===== src/rtl/cc_miss_req_ctrl.sv =====
// Cache-miss refill sequencer: pushes each accepted miss to the fill FIFO and issues one AXI AR WRAP burst.
// Optional same-line miss absorption is compiled in with `define CC_MISS_DEDUP_EN.
module cc_miss_req_ctrl #(
  parameter int MAX_OUTSTANDING = 4,
  parameter int CNT_W           = 3
) (
  input  logic             clk,
  input  logic             rst_n,
  input  logic             miss_req_valid_i,
  input  logic [31:0]      miss_req_addr_i,
  output logic             miss_req_ready_o,
  input  logic             miss_addr_fifo_full_i,
  output logic             miss_addr_fifo_wren_o,
  output logic [31:0]      miss_addr_fifo_wdata_o,
  output logic [3:0]       mem_arid_o,
  output logic [31:0]      mem_araddr_o,
  output logic [3:0]       mem_arlen_o,
  output logic [2:0]       mem_arsize_o,
  output logic [1:0]       mem_arburst_o,
  output logic             mem_arvalid_o,
  input  logic             mem_arready_i,
  input  logic             mem_rvalid_i,
  input  logic             mem_rready_i,
  input  logic             mem_rlast_i,
  output logic [CNT_W-1:0] outstanding_o,
  output logic             busy_o
);

  // Handshakes: a transfer happens on a cycle where valid & ready are both high;
  // valid never waits on ready, and AR payload is held stable while arvalid is high.
  typedef enum logic [0:0] {
    ST_IDLE = 1'b0,
    ST_REQ  = 1'b1
  } state_t;

  state_t           r_state;
  state_t           w_state_nxt;
  logic [CNT_W-1:0] r_outstanding;
  logic [CNT_W-1:0] w_outstanding_nxt;
  logic [31:0]      r_araddr;
  logic             w_accept;
  logic             w_rdone;
  logic             w_below_limit;
  logic             w_dedup_hit;

  assign w_rdone       = mem_rvalid_i & mem_rready_i & mem_rlast_i;
  assign w_below_limit = (r_outstanding < CNT_W'(MAX_OUTSTANDING));

`ifdef CC_MISS_DEDUP_EN
  logic [25:0] r_last_line;
  logic        r_last_valid;

  assign w_dedup_hit = (r_state == ST_IDLE) & miss_req_valid_i & r_last_valid
                     & (miss_req_addr_i[31:6] == r_last_line);

  // The remembered line is only trusted while some refill is still in flight.
  always_ff @(posedge clk or negedge rst_n) begin
    if (!rst_n) begin
      r_last_line  <= '0;
      r_last_valid <= 1'b0;
    end else if (w_accept) begin
      r_last_line  <= miss_req_addr_i[31:6];
      r_last_valid <= 1'b1;
    end else if (w_outstanding_nxt == '0) begin
      r_last_valid <= 1'b0;
    end
  end
`else
  assign w_dedup_hit = 1'b0;
`endif

  always_comb begin
    w_state_nxt      = r_state;
    miss_req_ready_o = 1'b0;
    mem_arvalid_o    = 1'b0;
    w_accept         = 1'b0;
    unique case (r_state)
      ST_IDLE: begin
        // Gated by rst_n so nothing is accepted or pushed while reset is held.
        miss_req_ready_o = rst_n & (w_dedup_hit | (~miss_addr_fifo_full_i & w_below_limit));
        w_accept         = miss_req_valid_i & miss_req_ready_o & ~w_dedup_hit;
        if (w_accept) begin
          w_state_nxt = ST_REQ;
        end
      end
      ST_REQ: begin
        mem_arvalid_o = 1'b1;
        if (mem_arready_i) begin
          w_state_nxt = ST_IDLE;
        end
      end
      default: w_state_nxt = ST_IDLE;
    endcase
  end

  always_comb begin
    w_outstanding_nxt = r_outstanding;
    unique case ({w_accept, w_rdone})
      2'b10:   w_outstanding_nxt = r_outstanding + 1'b1;
      2'b01:   if (r_outstanding != '0) w_outstanding_nxt = r_outstanding - 1'b1;
      default: w_outstanding_nxt = r_outstanding;
    endcase
  end

  always_ff @(posedge clk or negedge rst_n) begin
    if (!rst_n) begin
      r_state       <= ST_IDLE;
      r_outstanding <= '0;
      r_araddr      <= '0;
    end else begin
      r_state       <= w_state_nxt;
      r_outstanding <= w_outstanding_nxt;
      if (w_accept) begin
        r_araddr <= {miss_req_addr_i[31:3], 3'b000};
      end
    end
  end

  assign miss_addr_fifo_wren_o  = w_accept;
  assign miss_addr_fifo_wdata_o = w_accept ? miss_req_addr_i : 32'd0;
  assign mem_arid_o             = 4'd0;
  assign mem_araddr_o           = r_araddr;
  assign mem_arlen_o            = 4'd7;
  assign mem_arsize_o           = 3'd3;
  assign mem_arburst_o          = 2'b10;
  assign outstanding_o          = r_outstanding;
  assign busy_o                 = (r_state != ST_IDLE) | (r_outstanding != '0);

endmodule


===== config.mk =====
export PLATFORM = sky130hd
export DESIGN_NAME = cc_miss_req_ctrl
export DESIGN_NICKNAME = d
export VERILOG_FILES = /design/src/rtl/cc_miss_req_ctrl.sv
export SDC_FILE = /design/constraint.sdc
export NUM_CORES = 1
export LEC_CHECK = 0
export ABC_AREA = 1
export CORE_ASPECT_RATIO = 0.7
export CORE_MARGIN = 2
export CORE_UTILIZATION = 31
export DETAILED_ROUTE_END_ITERATION = 16
export PLACE_DENSITY = 0.77
export SETUP_SLACK_MARGIN = 0.1
export SYNTH_ARGS = -nofsm -noshare
export SYNTH_HDL_FRONTEND = slang
export SYNTH_SLANG_ARGS = --single-unit

===== constraint.sdc =====
create_clock -name clk -period 1.5 [get_ports clk]
set_input_delay 0.3 -clock clk [delete_from_list [all_inputs] [get_ports clk]]
set_output_delay 0.3 -clock clk [all_outputs]
set_load 0.02 [all_outputs]

# Word level (Yosys, flattened, before mapping)

Index checks and enable logic that the tools add are counted.

Bits in registers: 33
Input port bits: 40
Output and inout port bits: 84
Word-level logic and storage cells: 29

$add $sub $neg: 2
Order comparisons: 1
Equality and inequality tests: 3
Mux-type cells: 9
Bitwise gates (word level): 8
Reduce and logical (&&, ||, !) cells: 3

Operators with widths:

| cell                  | count |
|---|---|
| $mux W32              | 1 |
| $pmux W3 S2           | 1 |
| $and A1 B1 Y1         | 5 |
| $mux W1               | 5 |
| $add A3 B1 Y3 const B | 1 |
| $lt A3 B3 Y1 const B  | 1 |
| $mux W3               | 1 |
| $reduce_bool A3 Y1    | 1 |
| $sub A3 B1 Y3 const B | 1 |
| $eq A2 B1 Y1 const B  | 1 |
| $eq A2 B2 Y1 const B  | 1 |
| $ne A2 B2 Y1 const B  | 1 |
| $not A1 Y1            | 2 |
| $pmux W1 S2           | 1 |
| $reduce_and A2 Y1     | 1 |
| $reduce_bool A2 Y1    | 1 |
| $or A1 B1 Y1          | 1 |

# Longest topological paths before layout

Gate-level depths: netlist (run 1).

Depth after elaboration: 8
Gate-level depth with buffers: 12
Mapped depth without buffers: 12

# Worst setup path before layout (run 1)

No wires, ideal clock.

Path type: register -> output
Start: register r_outstanding[2], in the netlist outstanding_o[2]
End: output miss_addr_fifo_wdata_o[0]
Arrival: 1.330 ns
Required time: 1.200 ns
Slack: -0.130 ns
Cell stages (with the launch flop): 6
Path buffers: 2
Cell sequence: dfrtp_1 nor2_2 nand3_2 buf_6 buf_2 nor2_1

Cells in the longest elaborated chain, start to end: 6

Ends and longest elaborated chain:

| what                        | RTL line | source |
|---|---|---|
| start: declaration          | 38       | `logic [CNT_W-1:0] r_outstanding;` |
| start signal: assignment    | 112      | `r_outstanding <= w_outstanding_nxt;` |
| $lt A3 B3 Y1                | 47       | `assign w_below_limit = (r_outstanding < CNT_W'(MAX_OUTSTANDING));` |
| $and A1 B1 Y1 (2 in series) | 80       | `miss_req_ready_o = rst_n & (w_dedup_hit \| (~miss_addr_fifo_full_i & w_below_limit));` |
| $and A1 B1 Y1               | 81       | `w_accept = miss_req_valid_i & miss_req_ready_o & ~w_dedup_hit;` |
| $mux W1                     | 77       | `unique case (r_state)` |
| $mux W32                    | 120      | `assign miss_addr_fifo_wdata_o = w_accept ? miss_req_addr_i : 32'd0;` |
| end: declaration            | 14       | `output logic [31:0] miss_addr_fifo_wdata_o,` |

No other way between the ends.

# Worst setup path after layout (run 1)

Start: register r_outstanding[2], in the netlist outstanding_o[2]
End: output miss_addr_fifo_wdata_o[10]

Same word-level chain as after synthesis.

==> results of run 1 <==
-- flip-flops by register name, indices dropped and copies added (netlist names) --
register,cells
mem_araddr_o,29
r_state,1
outstanding_o,3
-- path summary, 6_finish.rpt --
kind	to	slack (ns)	depth (start not counted)
setup / recovery	miss_addr_fifo_wdata_o[10]	-0.31	7
hold / removal	mem_araddr_o[29]	0.05	2
setup reg to reg	mem_araddr_o[13]	-0.23	9
hold reg to reg	mem_araddr_o[22]	0.49	2
max in group asynchronous	outstanding_o[2]	1.13	2
min in group clk	mem_araddr_o[22]	0.49	2
-- area by class of cell --
class | instances | area (sq um) | share of cell area (%)
Clock buffer | 7 | 86.3 | 2.40
Inverter | 41 | 154 | 4.29
Tap cell | 72 | 90.1 | 2.51
Multi-Input combinational cell | 129 | 850 | 23.7
Sequential cell | 33 | 828 | 23.1
Timing Repair Buffer | 161 | 1580 | 44.1
-- critical path: stages (launching register included) --
cell and delay (ns):
dfrtp_2 0.43, nor2_4 0.11, nand3_4 0.10, buf_6 0.14, buf_12 0.14, buf_6 0.12
nor2_4 0.07, buf_6 0.12
-- power groups by stage --
stage               Clock, mW  Combinational (mW)  Sequential, mW
floorplan                   0               0.749            2.04
global placement            0                2.52            1.52
detailed placement          0                2.56            1.54
CTS                     0.693                2.42            1.52
global route            0.739                2.61            1.57
finish                  0.669                2.41            1.52
-- synthesized netlist by cell type (all sizes together) --
master,number,area share (%)
nand2,37,8.8
nor2,35,7.9
inv,41,9.1
o21ai,30,8.8
a21oi,1,0.29
fa,1,1.2
buf,26,11
xor2,1,0.52
conb,2,0.44
nand4,1,0.37
nand3,6,2.4
dfrtp,33,49
nor4,1,0.37
-- layer usage --
metal  track usage, %  up-vias  wire length (um)
li1                 -      926                 -
met1             22.6      859              2240
met2             33.7       72              2720
met3             5.47        5               445
met4             3.92        0                36
met5                0        -                 0
-- metrics by stage --
step / util, % / power (mW) / TNS, ns / hold WS (ns) / instances
6_report: 68.3 / 4.60 / -9.51 / 0.0536 / 443
5_1_grt: 68.3 / 4.92 / -12.83 / 0.0893 / 443
4_1_cts: 68.2 / 4.63 / -10.92 / 0.0680 / 443
3_5_place_dp: 62.8 / 4.11 / -30.54 / 0.372 / 423
3_3_place_gp: 62.8 / 4.04 / -29.25 / 0.367 / 423
2_1_floorplan: - / 2.79 / 0 / 0.00441 / 229
-- repair_timing --
| item | in CTS | in global routing |
|---|---|---|
| cloned | 5 | 0 |
| endpoints found under the hold margin | 0 | 0 |
| pin swaps | 5 | 8 |
| hold buffers | 0 | 0 |
| gates resized for setup | 253 | 6 |
| buffers inserted | 8 | 1 |
| endpoints found under the setup margin | 73 | 54 |
-- cell families after synthesis --
logic type | after synthesis
buf+inv | 67
compound gates | 31
fa+ha+maj | 1
flops | 33
xor+xnor | 1
simple gates | 80
other cells | 2
==> flow_summary.toml, run 1 <==
[yosys]
synth_xor_area_share_pct = 0.516
ys_seq_area_share_pct = 48.6
synthMuxAreaShare_pct = 0
synth_compound_area_share_pct = 9.14
syn_area_sq_mm = 0.00170
ys_warn_count = 0
avgSynthCellArea_sq_um = 7.90
synthSimpleGateAreaFrac_pct = 19.7
yosysUniqueCellTypes = 20
synth_top_family_by_area = "buffers and inverters"
synth_adder_area_share_pct = 1.18
synthCells = 215
ys_seq_elements = 33

[global_routing]
grt.total_usage_pct = 18.8
grt-ovfl-total = 0
antenna_found_initial = 0
grt_pass1_wl_mm = 8.83
grt_max_degree = 34
grt_pass1_vias = 1826

[power_and_ir_drop]
combPwrFrac_pct = 52.4
power.share.clock_pct = 14.5
leakagePower_nw = 1.87
ir_drop_uv = 635
power.switching_mw = 1.89
p_int_mw = 2.71
p_per_area_mw_per_mm2 = 1280
p_seq_share_pct = 33.1
switching_share_pct = 41.2

[worst_setup_path]
cp_data_required_time_ns = 1.20
arrival_ns = 1.51
crit_type = "register to output port"
r2r_start = "outstanding_o[2]"
startpoint = "outstanding_o[2]"
start_kind = "register"
end_kind = "output port"
cp_max_fo = 7

[die]
rows = 22
ios = 124
dieHeight_um = 65.9
die_w_um = 92.5
initial_utilization_pct = 32.3
core_region_area_sq_mm = 0.00526
die-area_sq_mm = 0.00609

[outcome]
status = "complete, but fails checks"
violations = "setup timing"

[cts]
htree_levels = 2
cts_tree = "yes"
numCtsBuffers = 5
cts.clk_slew.worst_paths_ns = 0.07
cts_sinks = 33
clockBufferDepth = 2
insertion_delay_ns = 0.28
clockRootBuffer = "clkbuf_8"

[finish]
antenna_cells = 0
layout_commonest_cell = "buf_4"
drive_gt1_share_pct = 38.5
fin_area_sq_mm = 0.00359
fill_cells = 451
area_growth_pct = 111
fin_nets = 412
final_cell_mix = "51 x buf_4, 40 x inv_1, 37 x clkdlybuf4s50_1"

[route]
ant_nets = 0
route.detailed.drc = 0
wl_mm = 5.44
vias = 1862
viasPerCell = 4.20
drt_iter0_markers = 49
drtPass1Iterations = 4
wire_per_inst_um = 12.3

[sta]
fin_ws_ns = -0.307
hold_viol_final = 0
setup_violations = 50
fin_crit_sh_pct = 120
rsz0062_at_grt = "true"
finClkSkew_ns = 0.00649
slew_violations = 0
fmax_ghz = 0.553
fin_crit_ns = 1.81

[run]
max_cap_viol_count = 0

[min_path]
worstHoldPathType = "input pin to asynchronous set/reset pin"

[placement]
place_area_sq_mm = 0.00330
portBuffers = 107
place.gp.congestion = 0.675
post-place-ws_ns = -0.907
dpl.hpwl_mm = 3.70
Note: power is estimated with default switching activity, not from simulation.
==> inputs of run 2 (changes only) <==
--- a/config.mk
+++ b/config.mk
@@ -10,6 +10,7 @@
 export CORE_MARGIN = 2
 export CORE_UTILIZATION = 31
 export DETAILED_ROUTE_END_ITERATION = 16
+export GPL_TIMING_DRIVEN = 0
 export PLACE_DENSITY = 0.77
 export SETUP_SLACK_MARGIN = 0.1
 export SYNTH_ARGS = -nofsm -noshare
==> flow_summary.toml, run 2 (synthesis results as in run 1) <==
[die]
ios = 124
initial_utilization_pct = 32.3
core_region_area_sq_mm = 0.00526
dieHeight_um = 65.9
rows = 22
die-area_sq_mm = 0.00609
die_w_um = 92.5

[route]
drtPass1Iterations = 4
wire_per_inst_um = 12.7
vias = 1827
route.detailed.drc = 0
ant_nets = 0
wl_mm = 5.49
viasPerCell = 4.22
drt_iter0_markers = 22

[min_path]
hold_path_depth = 2
hold_end = "mem_araddr_o[6]"
worstHoldPathType = "register to register"
hp-start = "mem_araddr_o[6]"

[finish]
seq_area_sq_um = 828
drive_gt1_share_pct = 38.8
multiInputGateArea_sq_um = 873
fin_nets = 401
largest_register_ffs = 29
area_growth_pct = 114
final_cell_mix = "44 x buf_6, 38 x inv_1, 37 x clkdlybuf4s50_1"
fill_cells = 454
antenna_cells = 0
stdcell_count = 433
layout_commonest_cell = "buf_6"

[power_and_ir_drop]
p_seq_share_pct = 31.3
ir_drop_uv = 747
p_int_mw = 2.89
power.share.clock_pct = 17.8
combPwrFrac_pct = 50.8
leakagePower_nw = 1.85
power.switching_mw = 1.91
p_per_area_mw_per_mm2 = 1320
switching_share_pct = 39.8

[run]
max_cap_viol_count = 0

[sta]
slew_violations = 0
fmax_ghz = 0.567
fin_crit_ns = 1.77
rsz0062_at_grt = "true"
fin_crit_sh_pct = 118
hold_viol_final = 0
finClkSkew_ns = 0.00871
setup_violations = 39
fin_ws_ns = -0.265

[global_routing]
grt_max_degree = 35
grt.total_usage_pct = 18.3
grt-ovfl-total = 0
grt_pass1_vias = 1835
grt_pass1_wl_mm = 8.70
antenna_found_initial = 0

[cts]
htree_levels = 2
clockBufferDepth = 2
cts_tree = "yes"
insertion_delay_ns = 0.28
cts_sinks = 33
numCtsBuffers = 5
clockRootBuffer = "clkbuf_8"
cts.clk_slew.worst_paths_ns = 0.06

[worst_setup_path]
crit_type = "register to output port"
r2r-end = "outstanding_o[2]"
start_kind = "register"
end_kind = "output port"
r2r_start = "outstanding_o[2]"
arrival_ns = 1.47
reg2regPathDepth = 14
ff2ff_setup_slack_ns = -0.23
cp_data_required_time_ns = 1.20
cp_max_fo = 8

[outcome]
status = "complete, but fails checks"
violations = "setup timing"

[placement]
post-place-ws_ns = -1.32
place_inst = 408
dpl.hpwl_mm = 3.88
place.gp.congestion = 0.724
portBuffers = 107
[run 2: cell types whose count changed in the layout (fill, tap and decap cells not counted), moves of 3 or more]
| cell | change |
|---|---|
| buf_2 | -3 |
| buf_4 | -25 |
| buf_12 | +3 |
| o21ai_1 | -5 |
| o21ai_2 | +3 |
| buf_6 | +15 |
[run 2: stage by stage]
stage	area [sq um]	util, %	hold slack [ns]	total power, mW	TNS (ns)
floorplan	2030	-	0.00441	2.79	0
global placement	3190	60.7	0.463	3.95	-147.13
detailed placement	3190	60.6	0.423	4.00	-60.29
CTS	3500	66.5	-0.128	4.78	-9.29
global route	3630	69.0	0.510	5.12	-11.06
finish	3630	69.0	0.484	4.80	-8.71
[run 2: layout make-up]
class	instances	area share (%)
Multi-Input combinational cell	129	24.1
Clock buffer	7	2.38
Buffer	26	7.59
Inverter	41	4.31
Timing Repair Buffer	124	35.5
Clock inverter	1	0.828
Tap cell	72	2.48
Sequential cell	33	22.8
[run 2: worst max-delay path by stage]
stage / slack [ns] / startpoint / depth (start not counted) / endpoint
finish: -0.27 / outstanding_o[2] / 6 / miss_addr_fifo_wdata_o[8]
global placement: -2.30 / rst_n / 8 / miss_addr_fifo_wdata_o[17]
floorplan: 0.03 / r_state / 5 / miss_addr_fifo_wdata_o[0]
CTS: -0.29 / outstanding_o[2] / 6 / miss_addr_fifo_wdata_o[0]
detailed placement: -1.32 / rst_n / 8 / miss_addr_fifo_wdata_o[17]
global route: -0.33 / outstanding_o[2] / 6 / miss_addr_fifo_wdata_o[1]
[run 2: what timing repair did]
| action | 4_1_cts | 5_1_grt |
|---|---|---|
| pin swaps | 8 | 9 |
| endpoints found under the hold margin | 33 | 33 |
| setup buffers | 11 | 1 |
| gates resized for setup | 276 | 13 |
| endpoints found under the setup margin | 101 | 68 |
| gates cloned | 1 | 2 |
[run 2: critical path: stages (launching register included)]
cell and delay, ns:
dfrtp_2 0.42, nor2_2 0.10, nand3_2 0.12, buf_12 0.18, clkbuf_16 0.17, nor2_4 0.08, buf_6 0.12
[run 2: per-layer routing]
| metal | vias to the layer above | global-route usage, % | share of wire, % |
|---|---|---|---|
| li1 | 900 | - | - |
| met1 | 847 | 22.9 | 43 |
| met2 | 74 | 30.5 | 48 |
| met3 | 6 | 6.61 | 8.7 |
| met4 | 0 | 4.48 | 0.73 |
| met5 | - | 0 | 0 |
[run 2: power groups by stage]
| stage | Clock, mW | Combinational [mW] | Sequential, mW |
|---|---|---|---|
| after floorplan | 0 | 0.749 | 2.04 |
| after global placement | 0 | 2.41 | 1.54 |
| after detailed placement | 0 | 2.45 | 1.56 |
| after CTS | 0.878 | 2.39 | 1.51 |
| after global routing | 0.929 | 2.64 | 1.56 |
| final | 0.857 | 2.44 | 1.51 |
